[src/rtl/metric_packer.sv]
// metric_packer: upstream feeder for the 4-lane sorter.
//
// Collects one frame of candidate metrics over a valid/ready handshake, then
// issues a one-cycle start pulse, waits START_GAP idle cycles, and streams the
// frame as consecutive 4-lane beats on d1..d4. It then holds off new input
// until the sorter reports done. A frame is 4 metrics for QPSK (M=00) and
// 16 metrics otherwise. A reserved m_in value (1x) is sent as QAM16 and sets
// the sticky m_err flag.
//
// Optional feature macro: METRIC_PACKER_SAT_EN
//   defined   : metrics above 2^WIDTH-1 are clamped to 2^WIDTH-1 before storage
//   undefined : only the low WIDTH bits of in_data are stored
//
// Ports:
//   clk          system clock, rising edge
//   rst          synchronous reset, active low
//   m_in         modulation select (00 QPSK, 01 QAM16, 1x reserved)
//   in_valid     in_data holds a valid metric
//   in_data      candidate metric, IN_WIDTH bits
//   in_ready     packer accepts in_data this cycle
//   sorter_done  done from the sorter
//   start        one-cycle start pulse to the sorter
//   M            modulation to the sorter, stable for the whole frame
//   d1..d4       lane data to the sorter, WIDTH bits each
//   busy         high from the first accepted metric until sorter_done
//   m_err        sticky reserved-modulation flag, cleared only by reset

// One sorter lane: holds the four metrics that land on this lane (metric
// index k with k%4 == lane) and registers the lane output for each beat.
module metric_packer_lane #(
  parameter int WIDTH = 8
) (
  input  logic             clk,
  input  logic             rst,
  input  logic             we,
  input  logic [1:0]       wslot,
  input  logic [WIDTH-1:0] wdata,
  input  logic             drive,
  input  logic [1:0]       rslot,
  output logic [WIDTH-1:0] d
);
  logic [3:0][WIDTH-1:0] mem;

  // Frame storage needs no reset: it is always fully rewritten before it is read.
  always_ff @(posedge clk) begin
    if (we) mem[wslot] <= wdata;
  end

  always_ff @(posedge clk) begin
    if (!rst)       d <= '0;
    else if (drive) d <= mem[rslot];
    else            d <= '0;
  end
endmodule

module metric_packer #(
  parameter int WIDTH     = 8,
  parameter int IN_WIDTH  = 12,
  parameter int START_GAP = 1
) (
  input  logic                clk,
  input  logic                rst,
  input  logic [1:0]          m_in,
  input  logic                in_valid,
  input  logic [IN_WIDTH-1:0] in_data,
  output logic                in_ready,
  input  logic                sorter_done,
  output logic                start,
  output logic [1:0]          M,
  output logic [WIDTH-1:0]    d1,
  output logic [WIDTH-1:0]    d2,
  output logic [WIDTH-1:0]    d3,
  output logic [WIDTH-1:0]    d4,
  output logic                busy,
  output logic                m_err
);
  localparam int NUM_LANES = 4;
  localparam int GW        = (START_GAP > 1) ? $clog2(START_GAP) : 1;
  localparam logic [WIDTH-1:0] MAX_V = '1;

  typedef enum logic [2:0] {
    S_COLLECT,
    S_START,
    S_GAP,
    S_SEND,
    S_WAIT_DONE
  } state_t;

  state_t          state, state_nxt;
  logic [3:0]      wr_cnt, wr_cnt_nxt;
  logic [1:0]      beat, beat_nxt;
  logic [GW-1:0]   gap_cnt, gap_nxt;
  logic            accept;
  logic            last_metric;
  logic [1:0]      last_beat;
  logic [WIDTH-1:0] store_val;
  logic [NUM_LANES-1:0][WIDTH-1:0] lane_d;

  // Metric width reduction before storage.
`ifdef METRIC_PACKER_SAT_EN
  always_comb begin
    store_val = in_data[WIDTH-1:0];
    if (in_data > IN_WIDTH'(MAX_V)) store_val = MAX_V;
  end
`else
  logic unused_hi;
  assign unused_hi = ^in_data;
  always_comb begin
    store_val = in_data[WIDTH-1:0];
  end
`endif

  assign accept = in_valid & in_ready;

  // M is latched on the first accept; the last-metric test can never fire at
  // count 0, so using the registered M here is always the frame's M.
  assign last_metric = (M == 2'b00) ? (wr_cnt == 4'd3) : (wr_cnt == 4'd15);
  assign last_beat   = (M == 2'b00) ? 2'd0 : 2'd3;

  always_comb begin
    state_nxt  = state;
    wr_cnt_nxt = wr_cnt;
    beat_nxt   = beat;
    gap_nxt    = gap_cnt;
    case (state)
      S_COLLECT: begin
        if (accept) begin
          wr_cnt_nxt = wr_cnt + 4'd1;
          if (last_metric) state_nxt = S_START;
        end
      end
      S_START: begin
        beat_nxt  = '0;
        gap_nxt   = '0;
        state_nxt = (START_GAP == 0) ? S_SEND : S_GAP;
      end
      S_GAP: begin
        if (gap_cnt == GW'(START_GAP - 1)) state_nxt = S_SEND;
        else                               gap_nxt   = gap_cnt + 1'b1;
      end
      S_SEND: begin
        if (beat == last_beat) state_nxt = S_WAIT_DONE;
        else                   beat_nxt  = beat + 2'd1;
      end
      S_WAIT_DONE: begin
        if (sorter_done) begin
          state_nxt  = S_COLLECT;
          wr_cnt_nxt = '0;
        end
      end
      default: state_nxt = S_COLLECT;
    endcase
  end

  always_ff @(posedge clk) begin
    if (!rst) begin
      state    <= S_COLLECT;
      wr_cnt   <= '0;
      beat     <= '0;
      gap_cnt  <= '0;
      in_ready <= 1'b1;
      start    <= 1'b0;
      M        <= 2'b00;
      busy     <= 1'b0;
      m_err    <= 1'b0;
    end else begin
      state    <= state_nxt;
      wr_cnt   <= wr_cnt_nxt;
      beat     <= beat_nxt;
      gap_cnt  <= gap_nxt;
      // Outputs are decoded from the next state so they line up with it.
      in_ready <= (state_nxt == S_COLLECT);
      start    <= (state_nxt == S_START);
      if (accept && wr_cnt == 4'd0) begin
        M     <= m_in[1] ? 2'b01 : m_in;
        busy  <= 1'b1;
        m_err <= m_err | m_in[1];
      end
      if (state == S_WAIT_DONE && sorter_done) busy <= 1'b0;
    end
  end

  // Metric k lands in lane k%4, slot k/4, so beat b reads slot b on every lane.
  for (genvar i = 0; i < NUM_LANES; i++) begin : g_lane
    metric_packer_lane #(.WIDTH(WIDTH)) u_lane (
      .clk   (clk),
      .rst   (rst),
      .we    (accept && (wr_cnt[1:0] == 2'(i))),
      .wslot (wr_cnt[3:2]),
      .wdata (store_val),
      .drive (state_nxt == S_SEND),
      .rslot (beat_nxt),
      .d     (lane_d[i])
    );
  end

  assign d1 = lane_d[0];
  assign d2 = lane_d[1];
  assign d3 = lane_d[2];
  assign d4 = lane_d[3];
endmodule

[config.mk]
export PLATFORM = sky130hd
export DESIGN_NAME = metric_packer
export DESIGN_NICKNAME = d
export VERILOG_FILES = /design/src/rtl/metric_packer.sv
export SDC_FILE = /design/constraint.sdc
export NUM_CORES = 1
export LEC_CHECK = 0
export CORE_UTILIZATION = 45
export DETAILED_ROUTE_END_ITERATION = 10
export PLACE_DENSITY = 0.69
export SLEW_MARGIN = 5
export SYNTH_ARGS = -nofsm -noshare
export SYNTH_HDL_FRONTEND = slang
export SYNTH_SLANG_ARGS = --single-unit
[constraint.sdc]
create_clock -name clk -period 2.21 [get_ports clk]
set_clock_uncertainty 0.15 [all_clocks]
set_input_delay 0.5525 -clock clk [delete_from_list [all_inputs] [get_ports clk]]
set_output_delay 0.5525 -clock clk [all_outputs]
set_load 0.02 [all_outputs]
==> results.md, run 1 <==
- Mapped cell area: roughly 6400 um2
- DRT Pass-1 Iters: 4
- HPWL Detailed: 6.92 mm
- Slew Limit Fails: 0
- Final antenna-violating net count: 0
- Gr usage total: between 15 and 20%
- Vias in the first global route: between 3000 and 4000
- Critical path depth: 1
- Hold_buf cts: 0
- Unique cell type count in the Yosys netlist: 40
- Async SR Flop Fraction: 0%
- Worst R2R Start: state[2]$_SDFF_PN0_
- Fill cells: about 1100
- Final worst slack: ~0.12 ns
- CTS H-tree lvls: 4
- Crit-path cells: clkdlybuf4s50_1
- WP data arrival: ~1.4 ns
- Pin count of the biggest net entering global routing: 33
- Die Y: 121 um
- Clock transition at path regs: about 0.060 ns
- Final WL: approximately 11 mm
- Syn_area_per_cell: around 17 um2
- Crit path required time: ~1.5 ns
- Crit-path leading delay family: buffers and inverters
- Reg2Reg Setup Slack: 0.22 ns
- CTS Root Cell: clkbuf_16
- Placer congestion estimate: just over 0.8
- Crit. Startpoint: g_lane[0].u_lane.d[5]$_SDFF_PN0_
- Sequential share of the synthesized area: between 70% and 80%
- Max_cap viols: 0
- Routed vias/inst: about 5.2
- WL per Instance: between 15 and 20 um
- Share of cells above drive strength 1: roughly 16%
- VDD IR max: 0.403 mV
- Initial antenna violation count: 0
- DIE WIDTH: between 100 and 150 um
- EDFF count, synth: between 100 and 150
- Relative slew slack: a little under three fifths
- First-pass GRT wire length: between 15 and 20 mm
- Final period utilization: around 95%
- Worst setup SP type: flop
- Vias after detailed routing: ~3400
- Depth of the most critical reg-to-reg path: 6
- Endpoint class of the critical path: output port
- Hold Path Cell Cnt: 2
- Num rows: 43
- Hold Path Class: reg -> reg
- Pleak: between 2 and 3 nW
- Slowest-stage cell, CP: clkdlybuf4s50_1
- Clk Latency, worst-skew pair: 0.42 ns
- Hold violation count in the final report: 0
- Critical path capture point: d1[5]
- Initial core utilization: 46.0%
- P per Cell Area: roughly 840 nW/um2
- Worst slew pin tran: around 0.65 ns
- Max frequency: about 480 MHz
- Clock buffer count from CTS: 17
- Setup CP Type: reg -> out
- DRC errors left: 0
- IO buf count: 50
- Iteration-0 DRC count of the detailed router: between 200 and 250
- Nets@finish: approximately 490
- Antenna fix cells: 0
- Ys Warns: 0
- Cell Count, Final, Fillers Out: about 660
- I/O pin total: between 50 and 60
- Number of setup violations in the final report: 0
- WP buf/inv: 1
- Status: finished, final reports clean
- Clock sinks: 174
- Largest fanout on the critical path: 1
- CTS tree: done
- RSZ-0062 raised after global routing: false
- Number of synthesized register bits: approximately 170
- Area Growth Syn to Fin: 22.3%
- Core outline area: between 10000 and 15000 um2
- Syn Inst Count: just under 400
- Clock tree buffer depth: 2
- Worst R2R End: g_lane[3].u_lane.d[1]$_SDFF_PN0_
- Min Tclk post-route: 2.09 ns
- Number of cells after detailed placement: approximately 630
- Predominant post-synthesis flop cell: edfxtp_1
- DIE AREA: between 10000 and 15000 um2
- Congestion Overflow GR: 0
- Worst path max stage delay: 0.62 ns
- Post-place setup slack: -0.0217 ns
- Syn Nets: slightly above 400
## worst min-delay path by stage
stage                                 startpoint                                to  slack (ns)
2_1_floorplan  g_lane[0].u_lane.mem[6]$_DFFE_PP_  g_lane[0].u_lane.d[6]$_SDFF_PN0_        0.33
3_3_place_gp                   busy$_SDFFE_PP0P_                 busy$_SDFFE_PP0P_        0.31
3_5_place_dp                   busy$_SDFFE_PP0P_                 busy$_SDFFE_PP0P_        0.33
4_1_cts                        busy$_SDFFE_PP0P_                 busy$_SDFFE_PP0P_        0.35
5_1_grt                        busy$_SDFFE_PP0P_                 busy$_SDFFE_PP0P_        0.37
6_report                       busy$_SDFFE_PP0P_                 busy$_SDFFE_PP0P_        0.35
## final cells by class
class                      count  area, um2  area share, %
inverter                       4       15.0          0.192
clock buffer                  26        499           6.39
tap                          180        225           2.88
multi-input combinational    189       1470           18.8
sequential                   174       4760           61.0
clock inverter                 6       60.1          0.769
timing repair buffer          80        773           9.90
## sequential cells by signal, summed over array words and instances, names as in the netlist
signal             cells
wr_cnt                 4
start                  1
m_err                  1
state                  3
g_lane.u_lane.d       32
M                      1
beat                   2
g_lane.u_lane.mem    128
busy                   1
in_ready               1
## through the flow
step                      instance area (um2)  hold slack (ns)   TNS, ns  utilization, %  power [mW]
after floorplan                          6390            0.329         0               -        3.70
after global placement                   7250            0.308  -0.00728            52.2        3.81
after detailed placement                 7250            0.326    -0.142            52.2        3.82
after CTS                                7810            0.345         0            56.3        6.59
after global routing                     7810            0.371         0            56.3        6.74
final                                    7810            0.346         0            56.3        6.53
## cell usage in the layout, fill, tap and decap left out, types with 7 or more instances in the layout
cell type	count
clkdlybuf4s50_1	48
nor2_1	24
dfxtp_1	46
o22ai_1	19
o22ai_2	13
nor3_1	7
edfxtp_1	128
mux2i_1	64
buf_4	26
clkbuf_16	17
nand2_1	10
## per-layer routing
| metal | track usage, % | routed length [um] |
|---|---|---|
| met5 | 0 | 0 |
| met4 | 8.80 | 255 |
| met3 | 4.14 | 532 |
| met2 | 28.0 | 5710 |
| met1 | 21.8 | 4950 |
## kinds of logic after synthesis
| family | Yosys count | synth area share [%] |
|---|---|---|
| AOI/OAI and AO/OA | 53 | 6.43 |
| xor gates and xnor gates | 2 | 0.274 |
| adders and majority gates | 4 | 0.784 |
| buffers and inverters | 22 | 2.61 |
| DFF | 174 | 74.6 |
| muxes | 64 | 10.0 |
| other | 1 | 0.0587 |
| and+or+nand+nor | 65 | 5.23 |
## cells in the mapped netlist, types with 2 or more instances
cell | number | area [um2]
a21oi_1 | 6 | 30.0
a31oi_1 | 2 | 12.5
and2_1 | 4 | 25.0
buf_4 | 6 | 45.0
buf_6 | 8 | 90.1
clkbuf_1 | 3 | 11.3
dfxtp_1 | 46 | 921
edfxtp_1 | 128 | 3840
ha_1 | 4 | 50.1
inv_1 | 3 | 11.3
mux2i_1 | 64 | 641
nand2_1 | 10 | 37.5
nand2b_1 | 4 | 25.0
nand3_1 | 5 | 25.0
nor2_1 | 24 | 90.1
nor2b_1 | 2 | 12.5
nor3_1 | 7 | 35.0
o21ai_0 | 5 | 25.0
o21ai_1 | 2 | 10.0
o22ai_1 | 19 | 119
o22ai_2 | 13 | 163
xor2_1 | 2 | 17.5
## timing repair
action | 4_1_cts | 5_1_grt
setup buffers | 0 | 0
endpoints found under the hold margin | 0 | 0
setup endpoints to repair | 2 | 0
resized for setup | 2 | 0
## report_power, final
group          internal [mW]  switching (mW)  total [mW]
sequential              3.54          0.0193        3.56
combinational         0.0732           0.111       0.184
clock                   1.66            1.12        2.79
total                   5.28            1.25        6.53
Note: power is estimated with default switching activity, not from simulation.
==> run 2, diff against run 1 <==
- CAP_MARGIN: not set -> 20
- CELL_PAD_IN_SITES_DETAIL_PLACEMENT: not set -> 1
- CELL_PAD_IN_SITES_GLOBAL_PLACEMENT: not set -> 2
- CORE_UTILIZATION: 45 -> 42
- PLACE_DENSITY: 0.69 -> 0.82
- SYNTH_HIERARCHICAL: not set -> 1
==> run 2 against run 1 <==
Effect of this change:
- the run now ends with DRC left
- non-clock buffer count grew 14
- core utilization fell by 2.0 points
- critical path depth is the same
- count of clock-buffer cells in the layout down 4
- die area grew 6.9%
- combinational power grew 18%
- global-route usage rose by 0.96 points
- sequential share of layout area is 1.2 points lower
==> results.md, run 2 <==
- Setup CP Type: reg -> out
- Number of flip-flops in the largest register: 128 (unchanged)
- Hold Path Class: reg -> reg
- Top-area cell type share of the netlist area: 60.2% (about the same)
- Die Y: 125 um (+3.4%)
- Core outline area: 14700 um2 (+5.9%)
- Routed vias/inst: 5.25 (+1.3%)
- Final WL: 13.2 mm (+16%)
- Post-route core utilization: 54.2% (-2.0 points)
- Vias after detailed routing: 3572 (+4.7%)
- Predominant post-synthesis flop cell: edfxtp_1
- Worst path max stage delay: 0.61 ns (about the same)
- Commonest non-fill, non-tap cell in the layout: edfxtp_1
- Final antenna-violating net count: 0 (unchanged)
- Unique cell type count in the Yosys netlist: 38 (-5.0%)
- Vias in the first global route: 3944 (+18%)
- EDFF count, synth: 128 (unchanged)
- Top post-synthesis cells by area: edfxtp_1 (60%), dfxtp_1 (14%), mux2i_1 (10%)
- DRC errors left: 2 (+2)
- Depth of the most critical reg-to-reg path: 7 (+1)
- Sequential share of the synthesized area: 74.7% (about the same)
- WL per Instance: 19.4 um (+12%)
- Leading cell type by number of instances after synthesis: edfxtp_1
- Reg2Reg Setup Slack: 0.19 ns (-0.03 ns)
- Area Growth Syn to Fin: 24.9%
- Syn Nets: 404 (-0.74%)
- Worst R2R Start: state[0]$_SDFF_PN0_
- Initial antenna violation count: 0 (unchanged)
- Slowest-stage cell, CP: clkdlybuf4s50_1
- Worst setup SP type: flop
- CTS Root Cell: clkbuf_16
- Mapped cell area: 6380 um2 (about the same)
- I/O pin total: 56 (unchanged)
- CTS H-tree lvls: 4 (unchanged)
- Crit path required time: 1.51 ns (about the same)
- Failing checks: DRC
- Max frequency: 477 MHz (-0.15%)
- Most frequent cells in the layout: edfxtp_1 (128), mux2i_1 (64), clkdlybuf4s50_1 (48)
- Slew Limit Fails: 0 (unchanged)
- Nets@finish: 506 (+3.7%)
- Cell Count, Final, Fillers Out: 681 (+3.3%)
- Placer congestion estimate: 0.792 (-2.1%)
- Worst slew pin tran: 0.698 ns (+0.0477 ns)
- WP data arrival: 1.39 ns (about the same)
- Antenna fix cells: 0 (unchanged)
- Syn_area_per_cell: 16.7 um2 (+0.69%)
- VDD IR max: 0.572 mV (+42%)
- Crit-path leading delay family: buffers and inverters
- Pleak: 2.66 nW (+5.1%)
- P per Cell Area: 831 nW/um2 (-0.67%)
- Clock tree buffer depth: 2 (unchanged)
- Iteration-0 DRC count of the detailed router: 178 (-24%)
- Clock sinks: 174 (unchanged)
- DRT Pass-1 Iters: 9 (+5)
- Number of setup violations in the final report: 0 (unchanged)
- Relative slew slack: 53.3% (-3.2 points)
- Initial core utilization: 43.4% (-2.6 points)
- First-pass GRT wire length: 21.0 mm (+15%)
- Ys Warns: 6 (+6)
- Min Tclk post-route: 2.10 ns (+0.00309 ns)
- Yosys top cell by area: edfxtp_1
- DIE WIDTH: 125 um (+3.4%)
- Number of synthesized register bits: 174 (unchanged)
- Clock transition at path regs: 0.06 ns (about the same)
- Max_cap viols: 0 (unchanged)
- Syn Inst Count: 382 (-0.78%)
- Worst R2R End: g_lane[2].u_lane/d[2]$_SDFF_PN0_
- Worst min-delay path startpoint: busy$_SDFFE_PP0P_
- Clk Latency, worst-skew pair: 0.43 ns (about the same)
- Num rows: 44 (+2.3%)
- Hold Path Cell Cnt: 2 (unchanged)
- HPWL Detailed: 8.46 mm (+22%)
- Congestion Overflow GR: 0 (unchanged)
- Crit-path cells: clkdlybuf4s50_1
- WP buf/inv: 1 (unchanged)
- Final period utilization: 94.9% (+0.14 points)
- Post-synth top cells: edfxtp_1 (128), mux2i_1 (64), dfxtp_1 (46), o22ai_1 (34), nand2_1 (14)
- CTS tree: done
- Hold_buf cts: 0 (unchanged)
- Largest fanout on the critical path: 1 (unchanged)
- Endpoint class of the critical path: output port
- DIE AREA: 15700 um2 (+6.9%)
- Gr usage total: 18.3% (+0.96 points)
- Pin count of the biggest net entering global routing: 21 (-36%)
- Number of cells after detailed placement: 649 (+3.5%)
- Status: complete, but fails checks
- IO buf count: 50 (unchanged)
- Hold Path End: busy$_SDFFE_PP0P_
- Async SR Flop Fraction: 0% (unchanged)
- Top flop regs: g_lane.u_lane/mem (128), g_lane.u_lane/d (32), wr_cnt (4)
- Hold violation count in the final report: 0 (unchanged)
- RSZ-0062 raised after global routing: false
- Fill cells: 1351 (+21%)
- Clock buffer count from CTS: 17 (unchanged)
- Share of cells above drive strength 1: 16.7% (+0.83 points)
- Biggest register: g_lane.u_lane/mem
run 2: cell types whose count changed in the layout (fill, tap and decap cells not counted), moves of 4 or more:
cell	delta
nand3b_1	+4
nor3b_1	+4
nand2_1	+4
o21ai_0	-4
and3b_1	+4
nand2b_1	-4
o22ai_2	-13
o22ai_1	+15
buf_4	+11
nor3_1	-4
nor2_1	-13
and3_1	+8
run 2: logic make-up (layout without fill, tap and decap cells):
kind of cell	count (synthesis)	count (layout)	share of synthesized area, %
flip-flops	174	174	74.7
AND/OR/NAND/NOR	67	67	5.96
multiplexers	64	64	10.0
AO/OA/AOI/OAI	52	52	5.49
buffers and inverters	17	132	2.57
adder cells (fa/ha/maj)	5	5	0.941
XOR/XNOR	2	2	0.275
other	1	1	0.0588
run 2: metrics by stage:
stage | setup WS (ns) | area, um2 | hold slack (ns) | total power [mW] | TNS (ns)
after detailed placement | -0.160 | 7400 | 0.321 | 3.86 | -7.23
after global placement | -0.0270 | 7400 | 0.323 | 3.84 | -0.592
final | 0.113 | 7970 | 0.342 | 6.62 | 0
after CTS | 0.0905 | 7970 | 0.350 | 6.70 | 0
after floorplan | 0.165 | 6380 | 0.320 | 3.72 | 0
after global routing | 0.0707 | 7970 | 0.368 | 6.84 | 0
run 2: worst max path at each step:
stage	startpoint	to	slack (ns)	cells after the start
6_report	g_lane[0].u_lane/d[1]$_SDFF_PN0_	d1[1]	0.11	1
2_1_floorplan	wr_cnt[0]$_SDFFE_PN0P_	g_lane[3].u_lane/mem[0]$_DFFE_PP_	0.17	4
3_5_place_dp	in_valid	g_lane[3].u_lane/mem[2]$_DFFE_PP_	-0.16	5
4_1_cts	m_err$_SDFFE_PN0P_	m_err	0.09	1
3_3_place_gp	in_valid	g_lane[2].u_lane/mem[0]$_DFFE_PP_	-0.03	4
5_1_grt	state[0]$_SDFF_PN0_	g_lane[0].u_lane/d[4]$_SDFF_PN0_	0.07	7
run 2: cell type report:
| type | instances | area (um2) | share of cell area, % |
|---|---|---|---|
| flip-flops and latches | 174 | 4760 | 59.8 |
| multi-input cells | 191 | 1470 | 18.4 |
| repair buffers | 94 | 916 | 11.5 |
| clock buffers | 22 | 485 | 6.09 |
| well taps | 184 | 230 | 2.89 |
| clock inverters | 10 | 85.1 | 1.07 |
| inverters | 6 | 22.5 | 0.283 |
run 2: report_power, final:
| part | internal, mW | switching (mW) |
|---|---|---|
| logic | 0.0871 | 0.131 |
| registers | 3.55 | 0.0229 |
| clock network | 1.67 | 1.16 |
| total | 5.30 | 1.32 |
run 2: routing by layer:
metal  routed length (um)  up-vias  global-route usage (%)
li1                     -     1681                       -
met1                 5710     1811                    21.0
met2                 6850       60                    32.4
met3                  384       20                    4.58
met4                  273        0                    8.18
met5                    0        -                       0
run 2: timing repair:
| action | in CTS | in global routing |
|---|---|---|
| setup buffers | 0 | 0 |
| setup endpoints to repair | 2 | 1 |
| resized for setup | 2 | 1 |
==> run 3, diff against run 2 <==
- CORE_UTILIZATION: 42 -> 40
- PLACE_DENSITY: 0.82 -> 0.79
==> run 3 against run 2 <==
Effect of this change:
- the run now ends clean
- via count grew 0.76%
- count of clock-buffer cells in the layout grew 3
- sequential cell count is the same
- fmax barely moved
- non-clock buffer count rose by 1
- combinational power about the same
- setup slack got worse by 0.00095 ns
- cell area increased by 1.4%
- critical path depth stayed put
- first-iteration DRC count is 24% lower
==> results.md, run 3 (synthesized netlist as in run 2, its figures left out) <==
- Status: finished, final reports clean
- Worst slew pin tran: 0.702 ns (+0.00400 ns)
- VDD IR max: 0.535 mV (-6.6%)
- Worst R2R End: g_lane[2].u_lane/d[1]$_SDFF_PN0_
- Routed vias/inst: 5.08 (-3.2%)
- Largest fanout on the critical path: 2 (+1)
- Slew Limit Fails: 0 (unchanged)
- Pleak: 2.69 nW (+0.95%)
- Endpoint class of the critical path: output port
- Clock buffer count from CTS: 17 (unchanged)
- Crit-path leading delay family: buffers and inverters
- Clock transition at path regs: 0.07 ns (about the same)
- Vias after detailed routing: 3599 (+0.76%)
- Core outline area: 15400 um2 (+4.6%)
- Commonest non-fill, non-tap cell in the layout: edfxtp_1
- RSZ-0062 raised after global routing: false
- Relative slew slack: 53.1% (-0.19 points)
- Hold Path Cell Cnt: 2 (unchanged)
- CTS H-tree lvls: 4 (unchanged)
- DP Area: 7440 um2 (+0.52%)
- Hold Path End: busy$_SDFFE_PP0P_
- Initial core utilization: 41.5% (-1.9 points)
- Max_cap viols: 0 (unchanged)
- Vias in the first global route: 3913 (-0.79%)
- Cell Count, Final, Fillers Out: 709 (+4.1%)
- Final WL: 13.3 mm (+0.92%)
- Setup CP Type: reg -> out
- Post-route core utilization: 52.6% (-1.6 points)
- Gr usage total: 17.9% (-0.40 points)
- Final antenna-violating net count: 0 (unchanged)
- Iteration-0 DRC count of the detailed router: 135 (-24%)
- Antenna fix cells: 0 (unchanged)
- Nets@finish: 507 (+0.20%)
- Top flop regs: g_lane.u_lane/mem (128), g_lane.u_lane/d (32), wr_cnt (4)
- DRC errors left: 0 (-2)
- Clk Latency, worst-skew pair: 0.43 ns (about the same)
- Max frequency: 477 MHz (about the same)
- DIE AREA: 16500 um2 (+4.9%)
- Num rows: 45 (+2.3%)
- Worst R2R Start: M[0]$_SDFFE_PN0P_
- Share of cells above drive strength 1: 16.5% (-0.23 points)
- Worst path max stage delay: 0.62 ns (about the same)
- Hold violation count in the final report: 0 (unchanged)
- Crit path required time: 1.51 ns (about the same)
- Clock tree buffer depth: 2 (unchanged)
- Congestion Overflow GR: 0 (unchanged)
- WL per Instance: 18.8 um (-3.1%)
- Slowest-stage cell, CP: clkdlybuf4s50_1
- Final period utilization: 94.9% (about the same)
- Number of cells after detailed placement: 675 (+4.0%)
- Worst setup SP type: flop
- Clock sinks: 174 (unchanged)
- WP data arrival: 1.40 ns (about the same)
- Number of setup violations in the final report: 0 (unchanged)
- DIE WIDTH: 128 um (+2.4%)
- HPWL Detailed: 8.39 mm (-0.79%)
- Hold Path Class: reg -> reg
- Placer congestion estimate: 0.778 (-1.8%)
- IO buf count: 50 (unchanged)
- Biggest register: g_lane.u_lane/mem
- CTS Root Cell: clkbuf_16
- Fill cells: 1473 (+9.0%)
- Reg2Reg Setup Slack: 0.20 ns (about the same)
- Depth of the most critical reg-to-reg path: 7 (unchanged)
- Total chip power: 6.81 mW (+2.9%)
- Final worst slack: 0.112 ns (-0.000946 ns)
- Min Tclk post-route: 2.10 ns (+0.000946 ns)
- Final hold slack: 0.336 ns (-0.00608 ns)
- WP buf/inv: 1 (unchanged)
- Most frequent cells in the layout: edfxtp_1 (128), mux2i_1 (64), clkdlybuf4s50_1 (48)
- Crit. Startpoint: m_err$_SDFFE_PN0P_
- Area Growth Syn to Fin: 26.6%
- CTS tree: done
- Crit-path cells: clkdlybuf4s50_1
- Post-place setup slack: -0.105 ns (+0.0549 ns)
- I/O pin total: 56 (unchanged)
- Setup_tns: 0 ns (unchanged)
- P per Cell Area: 843 nW/um2 (+1.5%)
- Die Y: 128 um (+2.4%)
- Number of flip-flops in the largest register: 128 (unchanged)
- Pin count of the biggest net entering global routing: 23 (+9.5%)
- DRT Pass-1 Iters: 4 (-5)
- Post-Layout Inst Area: 8080 um2 (+1.4%)
- First-pass GRT wire length: 21.2 mm (+0.89%)
- Initial antenna violation count: 0 (unchanged)
- Worst min-delay path startpoint: busy$_SDFFE_PP0P_
-- run 3: worst max path at each step --
stage | slack, ns | depth (start not counted) | endpoint
3_5_place_dp | -0.11 | 4 | g_lane[2].u_lane/mem[0]$_DFFE_PP_
4_1_cts | 0.07 | 1 | m_err
6_report | 0.11 | 1 | m_err
2_1_floorplan | 0.17 | 4 | g_lane[3].u_lane/mem[0]$_DFFE_PP_
5_1_grt | 0.04 | 1 | m_err
3_3_place_gp | -0.06 | 5 | g_lane[3].u_lane/mem[2]$_DFFE_PP_
-- run 3: layout make-up --
cell class	count	area [um2]	area share [%]
Timing Repair Buffer	95	948	11.7
Clock buffer	25	551	6.81
Multi-Input combinational cell	191	1460	18.1
Tap cell	211	264	3.27
Clock inverter	7	67.6	0.836
Sequential cell	174	4760	59.0
Inverter	6	22.5	0.279
-- run 3: where the power goes --
| part | switching (mW) | internal (mW) |
|---|---|---|
| combinational | 0.132 | 0.0881 |
| clock | 1.18 | 1.85 |
| sequential | 0.0223 | 3.55 |
-- run 3: metal layers --
metal  share of wire [%]  routed length (um)  vias to the layer above  track usage [%]
met2                  52                6900                       61             31.3
met1                  43                5790                     1835             20.6
met4                 1.6                 210                        0             6.57
met3                 3.3                 441                       20             5.72
li1                    -                   -                     1683                -
met5                   0                   0                        -                0
-- run 3: what timing repair did --
| action | CTS | global route |
|---|---|---|
| pin swaps | 0 | 0 |
| endpoints found under the setup margin | 2 | 2 |
| setup buffers | 0 | 2 |
| hold buffers | 0 | 0 |
| gates resized for setup | 2 | 0 |
